[src/rtl/psram_burst_core.sv]
// Octal PSRAM burst engine: CE setup, command, DDR address, latency, DDR data, CE hold/recovery.
// Reads capture on every synchronised DQS edge; a silent DQS aborts the read with an error flag.
module psram_burst_core #(
  parameter int DATA_BYTES = 8,
  parameter int ADDR_BYTES = 4,
  parameter int RD_TMO     = 255,
  parameter int LEN_W      = $clog2(DATA_BYTES+1)
) (
  input  logic                    clk_i,
  input  logic                    rst_i,
  input  logic [7:0]              cfg_div_i,
  input  logic [7:0]              cfg_wcmd_i,
  input  logic [7:0]              cfg_rcmd_i,
  input  logic [7:0]              cfg_wlc_i,
  input  logic [7:0]              cfg_rlc_i,
  input  logic [7:0]              cfg_tcsp_i,
  input  logic [7:0]              cfg_tchd_i,
  input  logic [7:0]              cfg_recy_i,
  input  logic                    xfer_valid_i,
  output logic                    xfer_ready_o,
  input  logic                    xfer_rdwr_i,
  input  logic [LEN_W-1:0]        xfer_len_i,
  input  logic [8*ADDR_BYTES-1:0] xfer_addr_i,
  input  logic [8*DATA_BYTES-1:0] xfer_wr_data_i,
  input  logic [DATA_BYTES-1:0]   xfer_wr_mask_i,
  output logic [8*DATA_BYTES-1:0] xfer_rd_data_o,
  output logic                    xfer_done_o,
  output logic                    xfer_err_o,
  output logic                    psram_sck_o,
  output logic                    psram_ce_o,
  output logic [7:0]              psram_io_en_o,
  output logic [7:0]              psram_io_out_o,
  input  logic [7:0]              psram_io_in_i,
  output logic                    psram_dqs_en_o,
  output logic                    psram_dqs_out_o,
  input  logic                    psram_dqs_in_i
);

  localparam int DW    = 8*DATA_BYTES;
  localparam int AW    = 8*ADDR_BYTES;
  localparam int TMO_W = $clog2(RD_TMO+1);

  typedef enum logic [3:0] {
    S_IDLE, S_TCSP, S_INST, S_ADDR, S_LATN, S_WDATA, S_RDATA, S_TCHD, S_RECY
  } state_t;

  state_t               state_q, state_d;
  logic [7:0]           cnt_q, cnt_d;
  logic [8:0]           ph_q, ph_d;
  logic                 sck_q, sck_d;
  logic [7:0]           div_q, div_d;
  logic [7:0]           cmd_q, cmd_d;
  logic [7:0]           lc_q, lc_d;
  logic [7:0]           tcsp_q, tcsp_d, tchd_q, tchd_d, recy_q, recy_d;
  logic                 rdwr_q, rdwr_d;
  logic [LEN_W-1:0]     len_q, len_d;
  logic [AW-1:0]        addr_q, addr_d;
  logic [DW-1:0]        wdat_q, wdat_d;
  logic [DATA_BYTES-1:0] mask_q, mask_d;
  logic [DW-1:0]        rd_q, rd_d;
  logic                 err_q, err_d;
  logic [LEN_W-1:0]     rcnt_q, rcnt_d;
  logic [TMO_W-1:0]     tmo_q, tmo_d;
  logic                 fin_q, fin_d;
  logic [7:0]           io_s1_q, io_s2_q;
  logic                 dqs_s1_q, dqs_s2_q, dqs_s3_q;

  logic half_tick, dqs_edge, cap, rd_last, tmo_hit, lat_end;

  assign half_tick = (cnt_q == div_q);
  assign dqs_edge  = dqs_s2_q ^ dqs_s3_q;
  assign cap       = (state_q == S_RDATA) && dqs_edge && !fin_q;
  assign rd_last   = cap && (rcnt_q == len_q - LEN_W'(1));
  assign tmo_hit   = (state_q == S_RDATA) && !dqs_edge && !fin_q && (tmo_q == TMO_W'(RD_TMO-1));
  assign lat_end   = (ph_q == ({1'b0, lc_q} << 1) - 9'd1);

  always_comb begin
    state_d = state_q;
    cnt_d   = cnt_q;
    ph_d    = ph_q;
    sck_d   = sck_q;
    div_d   = div_q;
    cmd_d   = cmd_q;
    lc_d    = lc_q;
    tcsp_d  = tcsp_q;
    tchd_d  = tchd_q;
    recy_d  = recy_q;
    rdwr_d  = rdwr_q;
    len_d   = len_q;
    addr_d  = addr_q;
    wdat_d  = wdat_q;
    mask_d  = mask_q;
    rd_d    = rd_q;
    err_d   = err_q;
    rcnt_d  = rcnt_q;
    tmo_d   = '0;
    fin_d   = fin_q;

    // Divider and SCK run only while the clocked phases are active.
    if (state_q inside {S_INST, S_ADDR, S_LATN, S_WDATA, S_RDATA}) begin
      cnt_d = half_tick ? 8'd0 : cnt_q + 8'd1;
      if (half_tick) begin
        sck_d = ~sck_q;
        ph_d  = ph_q + 9'd1;
      end
    end

    case (state_q)
      S_IDLE: begin
        cnt_d = '0;
        sck_d = 1'b0;
        if (xfer_valid_i) begin
          state_d = S_TCSP;
          div_d   = (cfg_div_i == 8'd0) ? 8'd1 : cfg_div_i;
          cmd_d   = xfer_rdwr_i ? cfg_rcmd_i : cfg_wcmd_i;
          lc_d    = xfer_rdwr_i ? cfg_rlc_i : cfg_wlc_i;
          tcsp_d  = cfg_tcsp_i;
          tchd_d  = cfg_tchd_i;
          recy_d  = cfg_recy_i;
          rdwr_d  = xfer_rdwr_i;
          len_d   = (xfer_len_i == '0 || xfer_len_i > LEN_W'(DATA_BYTES)) ?
                    LEN_W'(DATA_BYTES) : xfer_len_i;
          addr_d  = xfer_addr_i;
          wdat_d  = xfer_wr_data_i;
          mask_d  = xfer_wr_mask_i;
          rd_d    = '0;
          err_d   = 1'b0;
          rcnt_d  = '0;
          fin_d   = 1'b0;
        end
      end
      S_TCSP: begin
        if (cnt_q == tcsp_q) begin
          state_d = S_INST;
          cnt_d   = '0;
          ph_d    = '0;
          sck_d   = 1'b1;
        end else begin
          cnt_d = cnt_q + 8'd1;
        end
      end
      S_INST: begin
        if (half_tick && ph_q == 9'd1) begin
          state_d = S_ADDR;
          ph_d    = '0;
        end
      end
      S_ADDR: begin
        if (half_tick) begin
          addr_d = addr_q << 8;
          if (ph_q == 9'(ADDR_BYTES-1)) begin
            ph_d    = '0;
            state_d = (lc_q != 8'd0) ? S_LATN : (rdwr_q ? S_RDATA : S_WDATA);
          end
        end
      end
      S_LATN: begin
        if (half_tick && lat_end) begin
          ph_d    = '0;
          state_d = rdwr_q ? S_RDATA : S_WDATA;
        end
      end
      S_WDATA: begin
        if (half_tick) begin
          wdat_d = wdat_q << 8;
          mask_d = mask_q << 1;
          if (ph_q == 9'(len_q) - 9'd1) begin
            state_d = S_TCHD;
            cnt_d   = '0;
            sck_d   = 1'b0;
          end
        end
      end
      S_RDATA: begin
        tmo_d = dqs_edge ? '0 : tmo_q + TMO_W'(1);
        if (cap) begin
          rcnt_d = rcnt_q + LEN_W'(1);
          for (int i = 0; i < DATA_BYTES; i++)
            if (rcnt_q == LEN_W'(i)) rd_d[8*(DATA_BYTES-1-i) +: 8] = io_s2_q;
        end
        if (tmo_hit) err_d = 1'b1;
        // A finishing read waits for a falling SCK so the last high phase is never cut short.
        if (rd_last || tmo_hit || fin_q) begin
          if (!sck_q || half_tick) begin
            state_d = S_TCHD;
            cnt_d   = '0;
            sck_d   = 1'b0;
            fin_d   = 1'b0;
          end else begin
            fin_d = 1'b1;
          end
        end
      end
      S_TCHD: begin
        sck_d = 1'b0;
        if (cnt_q == tchd_q) begin
          state_d = S_RECY;
          cnt_d   = '0;
        end else begin
          cnt_d = cnt_q + 8'd1;
        end
      end
      S_RECY: begin
        if (cnt_q == recy_q) begin
          state_d = S_IDLE;
          cnt_d   = '0;
        end else begin
          cnt_d = cnt_q + 8'd1;
        end
      end
      default: state_d = S_IDLE;
    endcase
  end

  always_ff @(posedge clk_i) begin
    if (rst_i) begin
      state_q  <= S_IDLE;
      cnt_q    <= '0;
      ph_q     <= '0;
      sck_q    <= 1'b0;
      div_q    <= 8'd1;
      cmd_q    <= '0;
      lc_q     <= '0;
      tcsp_q   <= '0;
      tchd_q   <= '0;
      recy_q   <= '0;
      rdwr_q   <= 1'b0;
      len_q    <= '0;
      addr_q   <= '0;
      wdat_q   <= '0;
      mask_q   <= '0;
      rd_q     <= '0;
      err_q    <= 1'b0;
      rcnt_q   <= '0;
      tmo_q    <= '0;
      fin_q    <= 1'b0;
      io_s1_q  <= '0;
      io_s2_q  <= '0;
      dqs_s1_q <= 1'b0;
      dqs_s2_q <= 1'b0;
      dqs_s3_q <= 1'b0;
    end else begin
      state_q  <= state_d;
      cnt_q    <= cnt_d;
      ph_q     <= ph_d;
      sck_q    <= sck_d;
      div_q    <= div_d;
      cmd_q    <= cmd_d;
      lc_q     <= lc_d;
      tcsp_q   <= tcsp_d;
      tchd_q   <= tchd_d;
      recy_q   <= recy_d;
      rdwr_q   <= rdwr_d;
      len_q    <= len_d;
      addr_q   <= addr_d;
      wdat_q   <= wdat_d;
      mask_q   <= mask_d;
      rd_q     <= rd_d;
      err_q    <= err_d;
      rcnt_q   <= rcnt_d;
      tmo_q    <= tmo_d;
      fin_q    <= fin_d;
      io_s1_q  <= psram_io_in_i;
      io_s2_q  <= io_s1_q;
      dqs_s1_q <= psram_dqs_in_i;
      dqs_s2_q <= dqs_s1_q;
      dqs_s3_q <= dqs_s2_q;
    end
  end

  always_comb begin
    psram_io_out_o = 8'd0;
    case (state_q)
      S_INST:  psram_io_out_o = cmd_q;
      S_ADDR:  psram_io_out_o = addr_q[AW-1 -: 8];
      S_WDATA: psram_io_out_o = wdat_q[DW-1 -: 8];
      default: psram_io_out_o = 8'd0;
    endcase
  end

  assign xfer_ready_o    = (state_q == S_IDLE);
  assign xfer_done_o     = (state_q == S_RECY) && (cnt_q == recy_q);
  assign xfer_err_o      = err_q;
  assign xfer_rd_data_o  = rd_q;
  assign psram_sck_o     = sck_q;
  assign psram_ce_o      = (state_q == S_IDLE) || (state_q == S_RECY);
  assign psram_io_en_o   = {8{state_q inside {S_INST, S_ADDR, S_LATN, S_WDATA}}};
  assign psram_dqs_en_o  = (state_q == S_WDATA);
  assign psram_dqs_out_o = (state_q == S_WDATA) && !mask_q[DATA_BYTES-1];

endmodule

[config.mk]
export PLATFORM = sky130hd
export DESIGN_NAME = psram_burst_core
export DESIGN_NICKNAME = d
export VERILOG_FILES = /design/src/rtl/psram_burst_core.sv
export SDC_FILE = /design/constraint.sdc
export NUM_CORES = 1
export LEC_CHECK = 0
export ABC_AREA = 1
export BUFFER_PORTS_ARGS = -buffer_cell sky130_fd_sc_hd__buf_2
export CORE_MARGIN = 4
export CORE_UTILIZATION = 40
export CTS_CLUSTER_DIAMETER = 80
export DETAILED_ROUTE_END_ITERATION = 6
export MAX_ROUTING_LAYER = met4
export SYNTH_ARGS = -nofsm -noshare
export SYNTH_HDL_FRONTEND = slang
export SYNTH_SLANG_ARGS = --single-unit
[constraint.sdc]
create_clock -name clk_i -period 5.78 [get_ports clk_i]
set_clock_uncertainty 0.1 [all_clocks]
set_input_delay 0.578 -clock clk_i [delete_from_list [all_inputs] [get_ports clk_i]]
set_output_delay 0.578 -clock clk_i [all_outputs]
set_load 0.02 [all_outputs]
Yosys cells after proc, flatten, opt, wreduce, memory -nomap -nowiden
Cells that the tools add are included.
Cells by class
  $add $sub $neg: 7
  $lt $le $gt $ge: 1
  equal/unequal tests: 47
  multiplexer cells: 75
  bitwise gates (word level): 3
  reductions and logical operators: 46
Operator list (count)
  64-bit two-way mux: 4
  64-bit one-hot mux with 2 select lines: 2
  8-bit two-way mux: 22
  32-bit two-way mux: 2
  4-bit two-way mux: 16
  32-bit one-hot mux with 2 select lines: 1
  9-bit two-way mux: 7
  8-bit one-hot mux with 6 select lines: 1
  4-bit one-hot mux with 9 select lines: 1
  9-bit one-hot mux with 4 select lines: 1
  4-bit by 3-bit == test with 1-bit output, second input constant: 8
  8-bit == test: 4
  4-bit AND reduction: 8
  2-bit by 1-bit inequality test with 1-bit output, second input constant: 12
  8-bit one-hot mux with 3 select lines: 1
  2-bit inequality test, second input constant: 10
  9-bit == test: 2
  8-bit by 1-bit adder with 8-bit output, second input constant: 2
  4-bit by 2-bit == test with 1-bit output, second input constant: 4
  8-bit one-hot mux with 2 select lines: 1
  3-bit AND reduction: 5
  4-bit logical NOT: 3
  12-bit AND reduction: 1
  1-bit two-way mux: 11
  29 further kinds: 50
Storage, ports and cells
  bits in registers: 276

Depth between registers and ports, before layout
Gate-level depths: netlist (run 1).
  word-level depth: 9
  gate-level depth with buffers: 16

Least setup slack after synthesis (run 1)
No wires, ideal clock.
  path kind: flip-flop to output port
  from: reg state_q[2]
  to: out psram_io_out_o[0]
  data arrival time: 1.592 ns
  required time: 5.102 ns
  setup slack: 3.510 ns
  stages on the path, launching flop included: 8
  cells stage by stage: dfxtp_1 inv_2 nor2_2 nand2_1 buf_2 buf_2 buf_1 o221ai_1
Between the ends
  word-level cells in the longest chain between the ends: 2
  elaborated cells on any way between the ends: 4
  classes of those cells: eq/ne: 3; mux: 1
RTL lines
  start, declared: line 47  | state_t state_q, state_d;
  start signal, assigned: line 243  | state_q <= state_d;
  4-bit by 3-bit == test with 1-bit output / 4-bit by 2-bit == test with 1-bit output (equally long branches): line 273  | case (state_q)
  8-bit one-hot mux with 3 select lines *: line 273
  end, declared: line 32  | output logic [7:0] psram_io_out_o,
Every way passes the cells marked *; elsewhere a longest branch is shown, timed or not.

Worst setup path after layout (run 1)
  from: reg state_q[2]
  to: out psram_dqs_out_o
Between the ends
  word-level cells in the longest chain between the ends: 2
RTL lines
  4-bit by 3-bit == test with 1-bit output: line 289  | assign psram_dqs_out_o = (state_q == S_WDATA) && !mask_q[DATA_BYTES-1];
  1-bit logical AND: line 289
  end, declared: line 35  | output logic psram_dqs_out_o,
No other way between the ends.

==> metrics.cfg, run 1 <==
[layout]
final_cells=2438
syn_to_final_growth_pct=19.6
nets=2215
drive_gt1_share_pct=18.3
final_cell_mix=nand2_1, dfxtp_1, buf_2
final_common_cell=nand2_1

[die]
ios=272
initial_utilization_pct=41.0
dieArea_mm2=0.0346
die-width_um=186
die_h_um=186
fp.coreArea_mm2=0.0309
row_count=64

[grt]
grt_max_degree=124
antenna_found_initial=1
globalRouteOverflowTotal=0
grt_pass1_vias=11000
track_usage_pct=19.8
grt_first_pass_wirelength_um=55400

[cts]
cts_root_buffer=clkbuf_16
cts_resized=0
cts_tree=done
clockBufferDepth=3
htree_levels=1
clock-sinks=276
post_cts.repair.setup_buffers=0
path_clk_slew_ns=0.06
ctsHoldBuffers=0
cts_buffers=31
clock_latency_ns=0.55

[route]
viasPerCell=4.92
drtPass1Iterations=5
via_count=12000
ant_nets=0
drt_iter0_drc=927
drc=0
wl_per_cell_um=14.5
drt_wl_total_um=35400

[yosys]
synth-simple-area-share_pct=21.8
synth_area_per_cell_um2=7.01
syn_inst=1807
async_reset_ff_share_pct=0
synth_cell_type_count=42
yosysWarnings=0
synthAdderAreaFrac_pct=1.18
synth_compound_area_share_pct=20.2
postSynthNetCount=2004
synth_area_mm2=0.0127
synth_mux_area_share_pct=0.158
synth_edf_count=0
yosysSeqAreaShare_pct=43.6
synth_top_family_by_area=simple AND/OR/NAND/NOR gates
synth_flop_cell=dfxtp_1
ys_ff_latch=276
synth_xor_area_share_pct=3.04

[critical_path]
critPathBufInv=3
critPathCaptureType=output pin
start_kind=flip-flop
cp_top_family=buffers and inverters
crit_type=flip-flop to output pin
crit_path_top_delay_cell=buf_4
required_ns=5.10
cp.arrival_ns=2.52
path_cells=inv_2 > nor2_2 > nand2_4 > buf_4 > nor2_1 > buf_2
cp_slowest_stage_delay_ns=0.78
worstPathMaxFanout=123

[sta]
fin_crit_sh_pct=55.3
final-max-slew-violation-count=0
slew_headroom_pct=30.3
setup-tns-final_ns=0
rsz0062_at_grt=no
setup_viol=0
worst_slew_pin_slew_ns=1.05
period_minus_slack_ns=3.20
finalHoldViolations=0
maxClockFrequency_ghz=0.313

[placement]
numPortBuffers=271
place_inst=2381
dpl.hpwl_um=24900
place.gp.congestion=0.898

[flow_run]
maxCapViolCount=0

[min_path]
hold_class=input port to flip-flop

[pwr]
ir_drop_uv=261
power_density_mw_per_mm2=441
leakage_nw=6.75

[status]
outcome=complete, no violations

-- synth_stat cells (2+ instances only) --
library cell,instances,area (um^2)
buf_2,18,90.1
o221ai_1,9,78.8
buf_1,7,26.3
o21ai_1,9,45.0
a211oi_1,14,105
clkbuf_1,62,233
inv_1,198,743
buf_6,7,78.8
nor2_4,3,33.8
o22ai_1,3,18.8
a21oi_1,205,1030
dfxtp_1,276,5530
mux2i_1,2,20.0
a31oi_1,27,169
xnor2_1,30,263
nor3_2,8,80.1
nor2_1,155,582
nor3b_1,3,22.5
nand3_1,35,175
o211ai_1,4,30.0
ha_1,12,150
nor4_1,3,18.8
inv_2,9,33.8
buf_4,7,52.6
nor2_2,8,50.1
clkbuf_2,2,10.0
nand4_1,5,31.3
o21ai_0,211,1060
nor3_1,13,65.1
nand2_2,2,12.5
xor2_1,14,123
nand2_1,436,1640
-- metal layers --
metal  vias up  global-route usage [%]  share of wire, %
li1       6250                       -                 -
met1      5425                    26.6                46
met2       277                    32.3                46
met3        50                    2.60               5.4
met4         0                    4.31               1.7
met5         -                       -                 0
-- power by group --
part	leakage (nW)	switching (W)	internal, W
sequential	2.26	0.000216	0.00237
combinational	3.98	0.00147	0.000679
clock	0.506	0.000789	0.00116
total	6.75	0.00247	0.00421
-- logic make-up after synthesis --
kind of cell / after synthesis
AO/OA/AOI/OAI: 485
XOR/XNOR: 44
adder cells (fa/ha/maj): 12
buffers and inverters: 311
flip-flops: 276
multiplexers: 2
AND/OR/NAND/NOR: 677
-- final timing paths --
| path | from | endpoint | slack [ns] | cells after the start |
|---|---|---|---|---|
| worst min-delay path | psram_io_in_i[2] | io_s1_q[2] | 0.12 | 3 |
| worst max-delay path | state_q[2] | psram_dqs_out_o | 2.58 | 6 |
| worst max register to register | state_q[2] | wdat_q[54] | 2.80 | 11 |
| worst min register to register | io_s1_q[1] | io_s2_q[1] | 0.30 | 2 |
-- through the flow --
step	utilization, %	power [W]	setup slack [ns]	hold slack, ns	cell area, um^2
floorplan	-	0.00429	3.51	0.288	12700
global placement	45.7	0.00473	2.99	0.292	14100
detailed placement	45.7	0.00477	2.88	0.292	14100
CTS	49.0	0.00675	2.56	0.103	15200
global route	49.0	0.00718	2.32	0.107	15200
finish	49.0	0.00668	2.58	0.125	15200
-- sequential cells by signal, indices dropped and copies added (netlist names), 4 cells and up --
register and cells:
lc_q 8, cmd_q 8, tmo_q 8, addr_q 32
rcnt_q 4, len_q 4, ph_q 9, io_s1_q 8
io_s2_q 8, div_q 8, wdat_q 64, xfer_rd_data_o 64
state_q 4, tchd_q 8, mask_q 8, recy_q 8
tcsp_q 8, cnt_q 8
-- tightest hold or removal path: cells and delay by family --
kind,cells,cell delay [ns]
buf+inv,2,0.10
simple gates,1,0.06
-- layout make-up --
class                           count  area, um^2
Multi-Input combinational cell   1220        5900
Sequential cell                   276        5530
Tap cell                          396         495
Timing Repair Buffer              281        1430
Clock inverter                     17         169
Fill cell                        3194       15800
Antenna cell                        1        2.50
Inverter                          208         782
Clock buffer                       39         846
Note: power is estimated with default switching activity, not from simulation.
==> run 2, diff against run 1 <==
clock period = 2.87 ns   (was 5.78 ns; I/O delays follow)
==> run 2 against run 1 <==
  * Critical path depth is 2 higher
  * Sequential share of layout area is 2.6 points lower
  * Sequential power is 100% higher
  * Clock power is 91% higher
  * Cell area is 7.8% higher
  * Via count is 4.5% higher
  * Global-route usage is 0.96 points higher
  * Critical endpoint is now wdat_q[21]
==> metrics.cfg, run 2 (same netlist as run 1, synthesis figures left out) <==
[status]
outcome=complete, no violations

[route]
drtPass1Iterations=5  ; unchanged
ant_nets=0  ; unchanged
viasPerCell=4.89  ; -0.67%
via_count=12500  ; +4.5%
wl_per_cell_um=14.3  ; -1.6%
drc=0  ; unchanged
drt_iter0_drc=844  ; -9.0%
drt_wl_total_um=36700  ; +3.6%

[critical_path]
ff2ff_path_depth=8  ; -3
critPathCaptureType=flip-flop
start_kind=flip-flop
worstPathMaxFanout=51  ; -59%
cp.arrival_ns=2.97  ; +0.45 ns
crit_type=flip-flop to flip-flop
required_ns=3.26  ; -1.84 ns

[layout]
final_cell_mix=nand2_1, dfxtp_1, buf_2
nets=2344  ; +5.8%
syn_to_final_growth_pct=28.9
diodes=0  ; -1
final_common_cell=nand2_1
n_fill_cell=3051  ; -4.5%
drive_gt1_share_pct=17.8  ; -0.49 points

[sta]
maxClockFrequency_ghz=0.387
fin_crit_sh_pct=90.0
final-max-slew-violation-count=0  ; unchanged
holdWs_ns=0.0198  ; -0.105 ns
slew_headroom_pct=25.4  ; -4.9 points
period_minus_slack_ns=2.58
setup-tns-final_ns=0  ; unchanged
setup_viol=0  ; unchanged
rsz0062_at_grt=no
finalHoldViolations=0  ; unchanged
worst_slew_pin_slew_ns=1.11  ; +0.0693 ns

[cts]
clock-sinks=276  ; unchanged
path_clk_slew_ns=0.06  ; about the same
clock_latency_ns=0.55  ; about the same
cts_tree=done
htree_levels=1  ; unchanged
cts_root_buffer=clkbuf_16
clockBufferDepth=3  ; unchanged
cts_buffers=30  ; -3.2%
post_cts.repair.setup_buffers=0  ; unchanged

[grt]
antenna_found_initial=0  ; -1
track_usage_pct=20.8  ; +0.96 points
globalRouteOverflowTotal=0  ; unchanged
grt_first_pass_wirelength_um=58200  ; +5.1%
grt_max_degree=88  ; -29%
grt_pass1_vias=11800  ; +8.1%

[die]
ios=272  ; unchanged
row_count=64  ; unchanged
fp.coreArea_mm2=0.0309  ; unchanged
initial_utilization_pct=41.0  ; unchanged
dieArea_mm2=0.0346  ; unchanged
die_h_um=186  ; unchanged
die-width_um=186  ; unchanged

[placement]
dpl.hpwl_um=25400  ; +2.1%
numPortBuffers=271  ; unchanged
place.gp.congestion=0.892  ; -0.72%

[flow_run]
maxCapViolCount=0  ; unchanged

[pwr]
leakage_nw=7.27  ; +7.7%
ir_drop_uv=532  ; +100%
power_density_mw_per_mm2=823  ; +87%

[min_path]
hold_class=input port to flip-flop
hold_depth=5  ; +2

==> run 2: changes by cell type in the layout (fill, tap and decap cells not counted), moves of 8 or more <==
cell and delta:
dlygate4sd3_1 +107, buf_4 +23, clkbuf_1 +10, clkinv_2 -8
==> run 2: worst max-delay path: stages (launching register included) <==
cell and delay (ns):
dfxtp_1 0.38, inv_2 0.09, nor2_2 0.05, nand2_4 0.16
inv_2 0.10, o21ai_4 0.85, buf_4 0.47, o21ai_0 0.12
a21oi_1 0.15
==> run 2: path summary, 6_finish.rpt <==
kind / from / endpoint / slack [ns]
max: state_q[2] / wdat_q[21] / 0.29
min: xfer_wr_data_i[25] / wdat_q[25] / 0.02
min reg2reg: io_s1_q[3] / io_s2_q[3] / 0.30
max reg2reg: state_q[2] / wdat_q[21] / 0.29
==> run 2: through the flow <==
step                setup WS [ns]  utilization, %  power [W]  instances  cell area [um^2]
global placement            0.286            46.3    0.00958       2404             14300
detailed placement          0.216            46.3    0.00966       2404             14300
CTS                         0.131            52.8     0.0136       2566             16300
global route              0.00599            52.8     0.0145       2566             16300
floorplan                   0.722               -    0.00863       1807             12700
finish                      0.288            52.8     0.0134       2566             16300
==> run 2: layer usage <==
metal	part of all wire, %	global-route usage [%]
met1	46	27.6
met2	46	33.5
met3	4.7	2.68
met4	2.6	5.83
met5	0	-
==> run 2: where the power goes <==
| part | internal [W] | leakage (nW) | total [W] | switching (W) |
|---|---|---|---|---|
| Sequential | 0.00477 | 2.26 | 0.00519 | 0.000421 |
| Clock | 0.00220 | 0.459 | 0.00373 | 0.00154 |
| Combinational | 0.00151 | 4.55 | 0.00451 | 0.00300 |
==> run 2: cell type report <==
| cell class | instances | area [um^2] | share of cell area [%] |
|---|---|---|---|
| inverter | 208 | 782 | 4.79 |
| sequential | 276 | 5530 | 33.8 |
| timing repair buffer | 411 | 2680 | 16.4 |
| multi-input combinational | 1220 | 5900 | 36.1 |
| tap | 396 | 495 | 3.03 |
| clock inverter | 8 | 108 | 0.659 |
| clock buffer | 47 | 845 | 5.17 |
==> run 2: repair_timing <==
| action | 4_1_cts | 5_1_grt |
|---|---|---|
| resized for setup | 0 | 1 |
| hold buffers | 107 | 0 |
| setup endpoints to repair | 0 | 3 |
| hold endpoints to repair | 103 | 0 |
==> run 3, diff against run 2 <==
CORE_UTILIZATION = 42   (was 40)
PLACE_DENSITY = 0.67   (was default)
==> run 3 against run 2 <==
  * The run now ends with hold timing left
  * Die area down 4.6%
  * First-iteration DRC count fell by 15%
  * Wire length down 1.4%
  * Sequential power about the same
  * Cell count down 0.70%
  * Utilization increased by 2.2 points
  * Power grew 2.4%
  * Non-clock buffer count fell by 13
  * Worst hold slack worse by 0.025 ns
  * Combinational power fell by 1%
  * Cell area increased by 0.11%
  * Via count increased by 0.45%
==> metrics.cfg, run 3 (same netlist as run 1, synthesis figures left out) <==
[status]
outcome=finished, violations left
violations=hold timing

[pwr]
p_seq_share_pct=37.8  ; -0.8 points
leakage_nw=7.28  ; +0.16%
p_int_w=0.00878  ; +3.5%
power_density_mw_per_mm2=842  ; +2.3%
switching_share_pct=36.2  ; -0.68 points
power_switching_w=0.00499  ; +0.53%
ir_drop_uv=553  ; +4.0%
p_clk_share_pct=29.8  ; +2.0 points
p_comb_share_pct=32.4  ; -1.2 points

[route]
viasPerCell=4.95  ; +1.2%
drtPass1Iterations=5  ; unchanged
wl_per_cell_um=14.2  ; -0.73%
drt_wl_total_um=36200  ; -1.4%
drc=0  ; unchanged
drt_iter0_drc=719  ; -15%
via_count=12600  ; +0.45%
ant_nets=0  ; unchanged

[grt]
grt_pass1_vias=12200  ; +2.6%
grt.busiest_layer=met2
grt_first_pass_wirelength_um=58900  ; +1.2%
globalRouteOverflowTotal=0  ; unchanged
grt_max_degree=146  ; +66%
antenna_found_initial=0  ; unchanged
grt_use_met1_pct=27.4  ; -0.22 points
track_usage_pct=21.5  ; +0.69 points
use_met2_pct=35.7  ; +2.2 points
grt_use_met3_pct=3.15  ; +0.47 points

[critical_path]
crit_path_start=state_q[2]
rr_endpoint=len_q[3]
r2r-start=state_q[2]
cp.arrival_ns=3.01  ; +0.04 ns
ff2ff_path_depth=11  ; +3
critPathCaptureType=flip-flop
required_ns=3.25  ; about the same
worstPathMaxFanout=49  ; -3.9%
cp-endpoint=len_q[3]
rrSetupSlack_ns=0.24  ; -0.05 ns
crit_type=flip-flop to flip-flop
start_kind=flip-flop

[sta]
maxClockFrequency_ghz=0.380  ; -1.9%
worst_slew_pin_slew_ns=0.892  ; -0.222 ns
slew_headroom_pct=40.5  ; +15 points
setup_viol=0  ; unchanged
period_minus_slack_ns=2.63  ; +0.0499 ns
layout_setup_ws_ns=0.238  ; -0.0499 ns
final-max-slew-violation-count=0  ; unchanged
fin_crit_sh_pct=91.7  ; +1.7 points
setup-tns-final_ns=0  ; unchanged
rsz0062_at_grt=no
finalHoldViolations=1  ; +1
holdWs_ns=-0.00483  ; -0.0246 ns

[die]
die-width_um=182  ; -2.3%
fp.coreArea_mm2=0.0297  ; -3.9%
initial_utilization_pct=42.6  ; +1.6 points
row_count=63  ; -1.6%
ios=272  ; unchanged
dieArea_mm2=0.0330  ; -4.6%
die_h_um=182  ; -2.3%

[cts]
path_clk_slew_ns=0.06  ; about the same
htree_levels=1  ; unchanged
clock_latency_ns=0.55  ; about the same
cts_root_buffer=clkbuf_16
clock-sinks=276  ; unchanged
cts_tree=done
clockBufferDepth=3  ; unchanged
cts_buffers=30  ; unchanged
post_cts.repair.setup_buffers=0  ; unchanged

[layout]
diodes=0  ; unchanged
design_area_mm2=0.0164  ; +0.11%
drive_gt1_share_pct=18.0  ; +0.24 points
n_fill_cell=2803  ; -8.1%
final_common_cell=nand2_1
syn_to_final_growth_pct=29.0
nets=2331  ; -0.55%
final_cell_mix=nand2_1, dfxtp_1, buf_2

[flow_run]
maxCapViolCount=0  ; unchanged

[placement]
numPortBuffers=271  ; unchanged
place_area_mm2=0.0143  ; -0.30%
place.gp.congestion=0.934  ; +4.7%
place_ws_ns=0.343  ; +0.127 ns
dpl.hpwl_um=24400  ; -4.2%

[min_path]
min-delay-start=xfer_len_i[1]
hold_class=input port to flip-flop

[run 3: cell count changes in the layout (fill, tap and decap cells not counted)]
cell	change
clkinv_8	-1
dlygate4sd3_1	-5
a21oi_1	-1
bufinv_16	+3
buf_12	+2
clkbuf_16	+1
buf_6	+1
clkinv_4	+1
buf_4	-11
clkinv_2	+6
a21oi_2	+1
clkbuf_1	-9
[run 3: worst min-delay path by stage]
stage / endpoint / cells after the start / slack (ns)
after floorplan: dqs_s2_q / 2 / 0.29
after global placement: io_s2_q[1] / 2 / 0.29
after detailed placement: io_s2_q[3] / 2 / 0.29
after CTS: cmd_q[2] / 5 / 0.003
after global routing: len_q[1] / 3 / 0.01
final: len_q[1] / 3 / -0.005
[run 3: metal layers]
| metal | wire [um] | share of wire (%) | vias up |
|---|---|---|---|
| met4 | 977 | 2.7 | 0 |
| met5 | 0 | 0 | - |
| met2 | 17300 | 48 | 305 |
| li1 | - | - | 6485 |
| met1 | 16200 | 45 | 5742 |
| met3 | 1760 | 4.9 | 73 |
[run 3: final cells by class]
type	count	area (um^2)	area share, %
clock inverters	17	220	1.35
inverters	208	782	4.78
multi-input cells	1220	5910	36.1
clock buffers	39	836	5.11
repair buffers	398	2600	15.9
flip-flops and latches	276	5530	33.8
well taps	390	488	2.98
[run 3: worst max-delay path, stage by stage (launching register included)]
cell and delay [ns]:
dfxtp_1 0.38, nor2_2 0.20, inv_2 0.08, nor2_2 0.19
inv_1 0.14, nor2_4 0.14, inv_2 0.08, buf_4 0.27
a21oi_2 0.21, nand2_1 0.07, dlygate4sd3_1 0.56, a21oi_1 0.12
[run 3: metrics by stage]
step | std cells | utilization [%] | power (W)
finish | 2548 | 55.0 | 0.0138
global route | 2548 | 55.0 | 0.0147
CTS | 2548 | 55.0 | 0.0139
detailed placement | 2390 | 48.0 | 0.00961
global placement | 2390 | 48.0 | 0.00952
floorplan | 1807 | - | 0.00863
[run 3: power groups by stage]
stage | sequential [W] | combinational (W) | clock, W
after detailed placement | 0.00527 | 0.00434 | 0
final | 0.00520 | 0.00446 | 0.00410
after CTS | 0.00520 | 0.00447 | 0.00420
after floorplan | 0.00513 | 0.00350 | 0
after global routing | 0.00529 | 0.00513 | 0.00433
after global placement | 0.00525 | 0.00427 | 0
[run 3: repair_timing]
| item | 4_1_cts | 5_1_grt |
|---|---|---|
| gates resized for setup | 0 | 3 |
| setup endpoints to repair | 0 | 8 |
| hold buffers | 102 | 0 |
| hold endpoints to repair | 99 | 0 |
